File: config.mk
export PLATFORM = sky130hd
export DESIGN_NAME = od_input_filter
export DESIGN_NICKNAME = d
export VERILOG_FILES = /design/src/rtl/od_input_filter.sv
export SDC_FILE = /design/constraint.sdc
export NUM_CORES = 1
export LEC_CHECK = 0
export ABC_AREA = 1
export CORE_UTILIZATION = 50
export DETAILED_ROUTE_END_ITERATION = 16
export GPL_TIMING_DRIVEN = 1
export PLACE_DENSITY = 0.76
export SETUP_SLACK_MARGIN = 0.3
export SLEW_MARGIN = 15
export SYNTH_ARGS = -nofsm -noshare
export SYNTH_HDL_FRONTEND = slang
export SYNTH_SLANG_ARGS = --single-unit
File: constraint.sdc
create_clock -name clk -period 1.69 [get_ports clk]
set_clock_uncertainty 0.05 [all_clocks]
set_input_delay 0.338 -clock clk [delete_from_list [all_inputs] [get_ports clk]]
set_output_delay 0.338 -clock clk [all_outputs]
set_load 0.02 [all_outputs]
File: src/rtl/od_input_filter.sv
// od_input_filter: synchronizes, glitch-filters and edge-detects an open-drain pad input
module od_input_filter #(
    parameter int SYNC_STAGES   = 2,
    parameter int FILTER_CYCLES = 16,
    parameter bit RESET_LEVEL   = 1'b1,
    parameter int GLITCH_W      = 8
) (
    input  logic                clk,
    input  logic                reset,
    input  logic                pin_in,
    input  logic                glitch_clear,
    output logic                level_out,
    output logic                rise,
    output logic                fall,
    output logic [GLITCH_W-1:0] glitch_count
);
    localparam int CNT_W = (FILTER_CYCLES > 1) ? $clog2(FILTER_CYCLES) : 1;
    localparam logic [CNT_W-1:0] CNT_LAST = CNT_W'(FILTER_CYCLES - 1);

    logic [SYNC_STAGES-1:0] r_sync;
    logic [CNT_W-1:0]       r_cnt;
    logic                   w_s_q;
    logic                   w_mismatch;
    logic                   w_accept;
    logic                   w_glitch;
    logic                   w_sat;

    assign w_s_q      = r_sync[SYNC_STAGES-1];
    assign w_mismatch = w_s_q != level_out;
    assign w_accept   = w_mismatch && (r_cnt == CNT_LAST);
    assign w_glitch   = !w_mismatch && (r_cnt != '0);
    assign w_sat      = &glitch_count;

    // plain shift chain so the first flop sees the raw pad with nothing in front of it
    always_ff @(posedge clk)
        r_sync <= reset ? {SYNC_STAGES{RESET_LEVEL}} : {r_sync[SYNC_STAGES-2:0], pin_in};

    // count consecutive mismatching cycles; accept on the last one, drop back to idle on a match
    always_ff @(posedge clk) begin
        if (reset) begin
            level_out <= RESET_LEVEL;
            r_cnt     <= '0;
            rise      <= 1'b0;
            fall      <= 1'b0;
        end else begin
            rise <= 1'b0;
            fall <= 1'b0;
            if (w_accept) begin
                level_out <= w_s_q;
                r_cnt     <= '0;
                rise      <= w_s_q;
                fall      <= ~w_s_q;
            end else if (w_mismatch) begin
                r_cnt <= r_cnt + 1'b1;
            end else begin
                r_cnt <= '0;
            end
        end
    end

    // saturating rejected-glitch counter; clear wins over a same-cycle increment
    always_ff @(posedge clk) begin
        if (reset || glitch_clear)
            glitch_count <= '0;
        else if (w_glitch && !w_sat)
            glitch_count <= glitch_count + 1'b1;
    end
endmodule

Yosys cells after proc, flatten, opt, wreduce, memory -nomap -nowiden. Index checks and enable logic that the tools add are counted.

Register bits after elaboration: 17. Memory bits (writable): 0. Output and inout port bits: 11. Word-level logic and storage cells: 23. Bits in read-only memories: 0. Bits of input ports: 4. Memories kept: 0. Latch bits: 0.

Reductions and logical operators: 10. Shift-type cells: 0. Equal/unequal tests: 2. Magnitude comparators: 0. Multipliers: 0. Add/sub/neg operators: 2. Mux-type cells: 0. Bitwise gates (word level): 3. Div/mod/pow operators: 0.

Operators with widths (number): $add 8x1->8 const B (1); $reduce_and 8->1 (1); $add 4x1->4 const B (1); $eq 4x4->1 const B (1); $reduce_bool 4->1 (1); $logic_and 1x1->1 (3); $not 1->1 (3); $reduce_or 3->1 (1); $logic_not 1->1 (2); $reduce_or 2->1 (1); $logic_or 1x1->1 (1); $ne 1x1->1 (1).

Depth between registers and ports, before layout.
Depth in word-level cells: 4. Gate-level depth with buffers: 8. Mapped depth without buffers: 8.

Worst setup path before layout. Ideal clock, no wire load.

Path type: reg-to-reg. Start point: register glitch_count[1]. End point: register glitch_count[6]. Path slack: 0.260 ns. Stages on the path, launching flop included: 7. Data arrival time: 1.264 ns. Data required time: 1.524 ns. Path through: dfxtp_1 ha_1 nand2_1 nor3_1 nand2_1 o21ai_0 nor2_1.

Cells in the longest elaborated chain, start to end: 3. Elaborated cells between the ends (all ways): 4.

RTL lines: from (decl) (line 15) `output logic [GLITCH_W-1:0] glitch_count`; from (signal assigned) (line 66) `glitch_count <= glitch_count + 1'b1;`; parallel branches: the longest is 3 deep, another holds $add 8x1->8.

Parallel ways; which one is timed is not known. A chain may end at the register's enable or synchronous reset.

Final worst setup path.
Start point: register glitch_count[6]. End point: output port glitch_count[6].

No word-level cell between the ends.

==> results.cfg <==
[synthesis]
synth_ff_type = dfxtp_1
ys_seq_area_share_pct = 39.7
synth_top_cell_by_area = dfxtp_1
synth.ff_latch_count = 17
async_flop_share_pct = 0
synth-edff-count = 0
syn_area_um2 = 857
ys_top_cells_by_area = dfxtp_1 40%, nand2_1 12%, inv_1 7.4%
syn_avg_cell_area_um2 = 7.03
netlist.area_leader.share_pct = 39.7
synth_most_common_cell = nand2_1
yosysWarningCount = 0
ys_types = 22
synthCells = 122
synth_nets = 129
synth_common_cells = 28 x nand2_1, 17 x dfxtp_1, 17 x inv_1, 17 x nor2_1, 11 x nand3_1

[floorplanning]
ios = 15
coreArea_mm2 = 0.00156
die-area_mm2 = 0.00188
start_util_pct = 55.0
core.rowCount = 14
fp.dieW_um = 43.4
fp.dieH_um = 43.4

[routing]
drc = 0
via_per_inst = 5.06
num_vias = 820
ant_nets = 0
drt_pass1_iterations = 4
wl_per_cell_um = 10.8
wl_mm = 1.75
drt-initial-drc-count = 22

[cts]
htree_levels = 1
cts_tree = done
cts_buffers = 3
clk_pin_slew_worst_paths_ps = 90
numClockSinks = 17
cts-root-buf = clkbuf_4
clk_latency_ps = 290
cts_buffer_depth = 2

[worst_setup_path]
crit_type = flop to output pin
worst_path_max_delay_cell = dfxtp_1
cpPeakStageDelay_ps = 400
crit_path_end_kind = output pin
cp_top_family = flip-flops
arrival_ps = 970
crit_chain = clkdlybuf4s15_2
startpoint_type = flop
worstPathMaxFanout = 5
required_ps = 1300
critPathBufInv = 1

[layout]
multi_input_area_um2 = 488
finalInstanceArea_mm2 = 0.00113
nets = 154
antenna_cells = 0
register_area_um2 = 354
n_fill_cell = 127
drive_above_1_share_pct = 27.4
synthToLayoutAreaGrowth_pct = 31.8
final_util_pct = 72.5

[power]
combPwrFrac_pct = 6.6
internal-power_mw = 0.514
ir_drop_mv = 0.490
cellPowerDensity_mw_per_mm2 = 588
pwr-share-clk_pct = 32.5
power_mw = 0.664
p_seq_share_pct = 61.0
power.switching_mw = 0.150
swShare_pct = 22.6
leakage_nw = 0.493

[timing]
rsz0062_at_grt = yes
drv_slew = 0
finalCritPeriodShare_pct = 80.4
max_freq_mhz = 736
hold-worst-slack_ps = 368
setup_viol = 0
tightestPinTransition_ps = 379
hold_viol_final = 0
tns_ps = 0
max_slew_margin_pct = 74.6
fin_crit_ps = 1360

[grt]
track_usage_pct = 20.4
grt_first_pass_wirelength_mm = 2.83
overflow = 0
antenna_found_initial = 0
grt_max_degree = 10
first_global_vias = 668

[placement]
place_area_mm2 = 0.00103
hpwl_mm = 1.21
io_buffers = 14
place_congestion = 0.803

[hold_path]
min_path_type = flop to flop

[flow_run]
cap_violations = 0

[run_status]
status = finished clean
sequential cells by signal, summed over array words and instances (netlist names):
register      count
level_out         1
rise              1
fall              1
r_sync            2
glitch_count      8
r_cnt             4
metal layers:
metal	track usage (%)	part of all wire, %	wire, um
met1	29.0	47	829
met4	11.3	2.2	38
met3	3.75	5.9	104
met2	29.1	44	776
met5	0	0	0
layout by cell type (no fill, tap or decap), types with 4 or more instances in the layout:
| cell | count |
|---|---|
| clkdlybuf4s15_2 | 4 |
| nor2_1 | 15 |
| a21oi_1 | 5 |
| dfxtp_2 | 5 |
| dfxtp_1 | 10 |
| dlygate4sd2_1 | 4 |
| buf_4 | 7 |
| nand3_1 | 10 |
| nand2_1 | 27 |
| inv_1 | 17 |
through the flow:
| step | setup WS [ps] | std cells |
|---|---|---|
| finish | 332 | 162 |
| CTS | 226 | 161 |
| detailed placement | 208 | 153 |
| global route | 282 | 162 |
| global placement | 247 | 153 |
| floorplan | 371 | 122 |
power by group through the flow:
stage | Sequential (mW) | Combinational [mW] | Clock [mW]
floorplan | 0.417 | 0.0189 | 0
CTS | 0.407 | 0.0396 | 0.223
global route | 0.405 | 0.0486 | 0.241
detailed placement | 0.417 | 0.0346 | 0
global placement | 0.417 | 0.0337 | 0
finish | 0.405 | 0.0436 | 0.216
cell type report:
type | instances | share of cell area (%)
Multi-Input combinational cell | 87 | 43.2
Sequential cell | 17 | 31.3
Timing Repair Buffer | 21 | 15.7
Inverter | 17 | 5.65
Clock buffer | 4 | 2.33
Tap cell | 16 | 1.77
cells by family (layout without fill, tap and decap cells):
logic type | after synthesis | count (layout) | synth area share (%)
and+or+nand+nor | 69 | 69 | 36.9
buffers and inverters | 18 | 42 | 8.32
AOI/OAI and AO/OA | 12 | 12 | 7.59
adders and majority gates | 3 | 3 | 4.38
xor gates and xnor gates | 3 | 3 | 3.07
DFF | 17 | 17 | 39.7
worst register-to-register path, cell delays in order, from the launching register on:
cell and delay, ps:
dfxtp_2 350, inv_1 50, ha_2 180, nand2_2 60, nor2_2 40, nor2_4 190, nand2_4 120, o21ai_2 150
nor2_1 50
worst paths after layout:
path | from | endpoint | slack, ps | cells after the start
worst min register to register | r_sync[0]$_SDFF_PP1_ | r_sync[1]$_SDFF_PP1_ | 370 | 1
worst min-delay path | r_sync[0]$_SDFF_PP1_ | r_sync[1]$_SDFF_PP1_ | 370 | 1
worst max register to register | r_cnt[1]$_SDFF_PP0_ | glitch_count[1]$_SDFFE_PP0P_ | 360 | 8
worst max-delay path | glitch_count[6]$_SDFFE_PP0P_ | glitch_count[6] | 330 | 1
repair_timing:
item                       in CTS  in global routing
cloned                          0                  0
buffers inserted                4                  1
resized for setup              28                 18
hold buffers                    0                  0
setup endpoints to repair      19                 17
pin swaps                       1                  5
Power figures use the tool's default switching activity.
==> edit: new RTL, same settings <==
The parameter `GLITCH_W` goes from 8 to 6.
--- a/src/rtl/od_input_filter.sv
+++ b/src/rtl/od_input_filter.sv
@@ -3,7 +3,7 @@
     parameter int SYNC_STAGES   = 2,
     parameter int FILTER_CYCLES = 16,
     parameter bit RESET_LEVEL   = 1'b1,
-    parameter int GLITCH_W      = 8
+    parameter int GLITCH_W      = 6
 ) (
     input  logic                clk,
     input  logic                reset,
Ports: changed (resized glitch_count); port bits go from 15 to 13. No check against the original RTL was run, so the function may have changed too.
==> edit against the original RTL <==
- worst setup slack worse by 0.0091 ns
- sequential power fell by 11%
- die area down 16%
- cell area down 20%
- sequential cell count fell by 2
- sequential share of layout area up 2.7 points
- total power fell by 11%
- wire length is 26% lower
- area after synthesis decreased by 17%
- critical endpoint is now glitch_count[0]
- largest cell class unchanged
==> edit: results (changes against the original RTL) <==
run_status:
  status: "finished, final reports clean"  # unchanged
final_layout:
  n_fill_cell: 120  # was 127
  largest_registers: "glitch_count x6, r_cnt x4, r_sync x2"  # was glitch_count x8, r_cnt x4, r_sync x2
  drive_gt1_share_pct: 23.7  # was 27.4%
routing:
  met2_wirelength_um: 557  # was 776 µm
  first_pass_iters: 2  # was 4
  wirelength_um: 1290  # was 1750 µm
  route.met3.wl_um: 84  # was 104 µm
  first_iter_violations: 13  # was 22
  drt-met1-wl_um: 630  # was 829 µm
logic_synthesis:
  synth_adder_area_share_pct: 5.28  # was 4.38%
  synth_xor_area_share_pct: 3.70  # was 3.07%
  synth_nets: 103  # was 129
  synth_cell_types: 21  # was 22
  synth-compound-area-share_pct: 7.22  # was 7.59%
  ys_top_cells_by_area: "dfxtp_1 (42%), nand2_1 (12%), inv_1 (7.4%)"  # was dfxtp_1 (40%), nand2_1 (12%), inv_1 (7.4%)
  yosysSeqAreaShare_pct: 42.3  # was 39.7%
global_route:
  grt_use_total_pct: 20.8  # was 20.4%
  use_met2_pct: 28.7  # was 29.1%
  grt_max_degree: 9  # was 10
  grt_pass1_vias: 492  # was 668
  grt_use_met3_pct: 10.2  # was 3.75%
  grt_first_pass_wirelength_um: 2040  # was 2830 µm
sta:
  timing.hold.ws_ns: 0.381  # was 0.368 ns
  slew-limit-headroom_pct: 85.9  # was 74.6%
setup_path:
  r2r-start: "glitch_count[0]"  # was r_cnt[1]
  reg2reg_depth: 7  # was 8
  cp_slowest_cell: "dfxtp_2"  # was dfxtp_1
  r2r_slack_ns: 0.40  # was 0.36 ns
clock_network:
  postCtsSetupBuffers: 0  # was 4
placement:
  place_area_um2: 865  # was 1030 µm²
  place_hpwl_um: 944  # was 1210 µm
[edit: cell count changes after synthesis, moves of 2 or more]
cell	unedited run	this run
nand4_1	2	0
nor2_2	1	3
dfxtp_1	17	15
nand3_1	11	5
a21oi_1	6	4
nand2_1	28	23
inv_1	17	14
o21ai_0	4	1
nor2_1	17	11
o21ai_1	0	2
[edit: final cells by class]
class | count | area share (%)
Timing Repair Buffer | 14 | 14.3
Sequential cell | 15 | 34.0
Clock buffer | 4 | 2.92
Multi-Input combinational cell | 66 | 40.4
Inverter | 15 | 6.25
Tap cell | 15 | 2.08
[edit: logic make-up (layout without fill, tap and decap cells)]
logic type | after synthesis | in the layout
buffers and inverters | 15 | 33
adder cells (fa/ha/maj) | 3 | 3
flip-flops | 15 | 15
AO/OA/AOI/OAI | 9 | 9
XOR/XNOR | 3 | 3
AND/OR/NAND/NOR | 51 | 51
[edit: how the worst max path moves through the flow]
stage | slack, ns | startpoint | cells after the start | end
after global placement | 0.29 | glitch_count[0] | 1 | glitch_count[0]
after global routing | 0.29 | glitch_count[0] | 1 | glitch_count[0]
final | 0.32 | glitch_count[0] | 1 | glitch_count[0]
after detailed placement | 0.28 | reset | 4 | glitch_count[2]
after CTS | 0.24 | glitch_count[0] | 1 | glitch_count[0]
after floorplan | 0.34 | glitch_count[1] | 6 | glitch_count[0]
[edit: power breakdown]
part	internal, mW	switching (mW)
Combinational	0.0142	0.0163
Clock	0.0917	0.112
Sequential	0.357	0.00289
[edit: metrics by stage]
step | setup WS [ns] | instances
6_report | 0.323 | 129
5_1_grt | 0.288 | 129
3_5_place_dp | 0.277 | 125
4_1_cts | 0.238 | 129
2_1_floorplan | 0.338 | 96
3_3_place_gp | 0.292 | 125
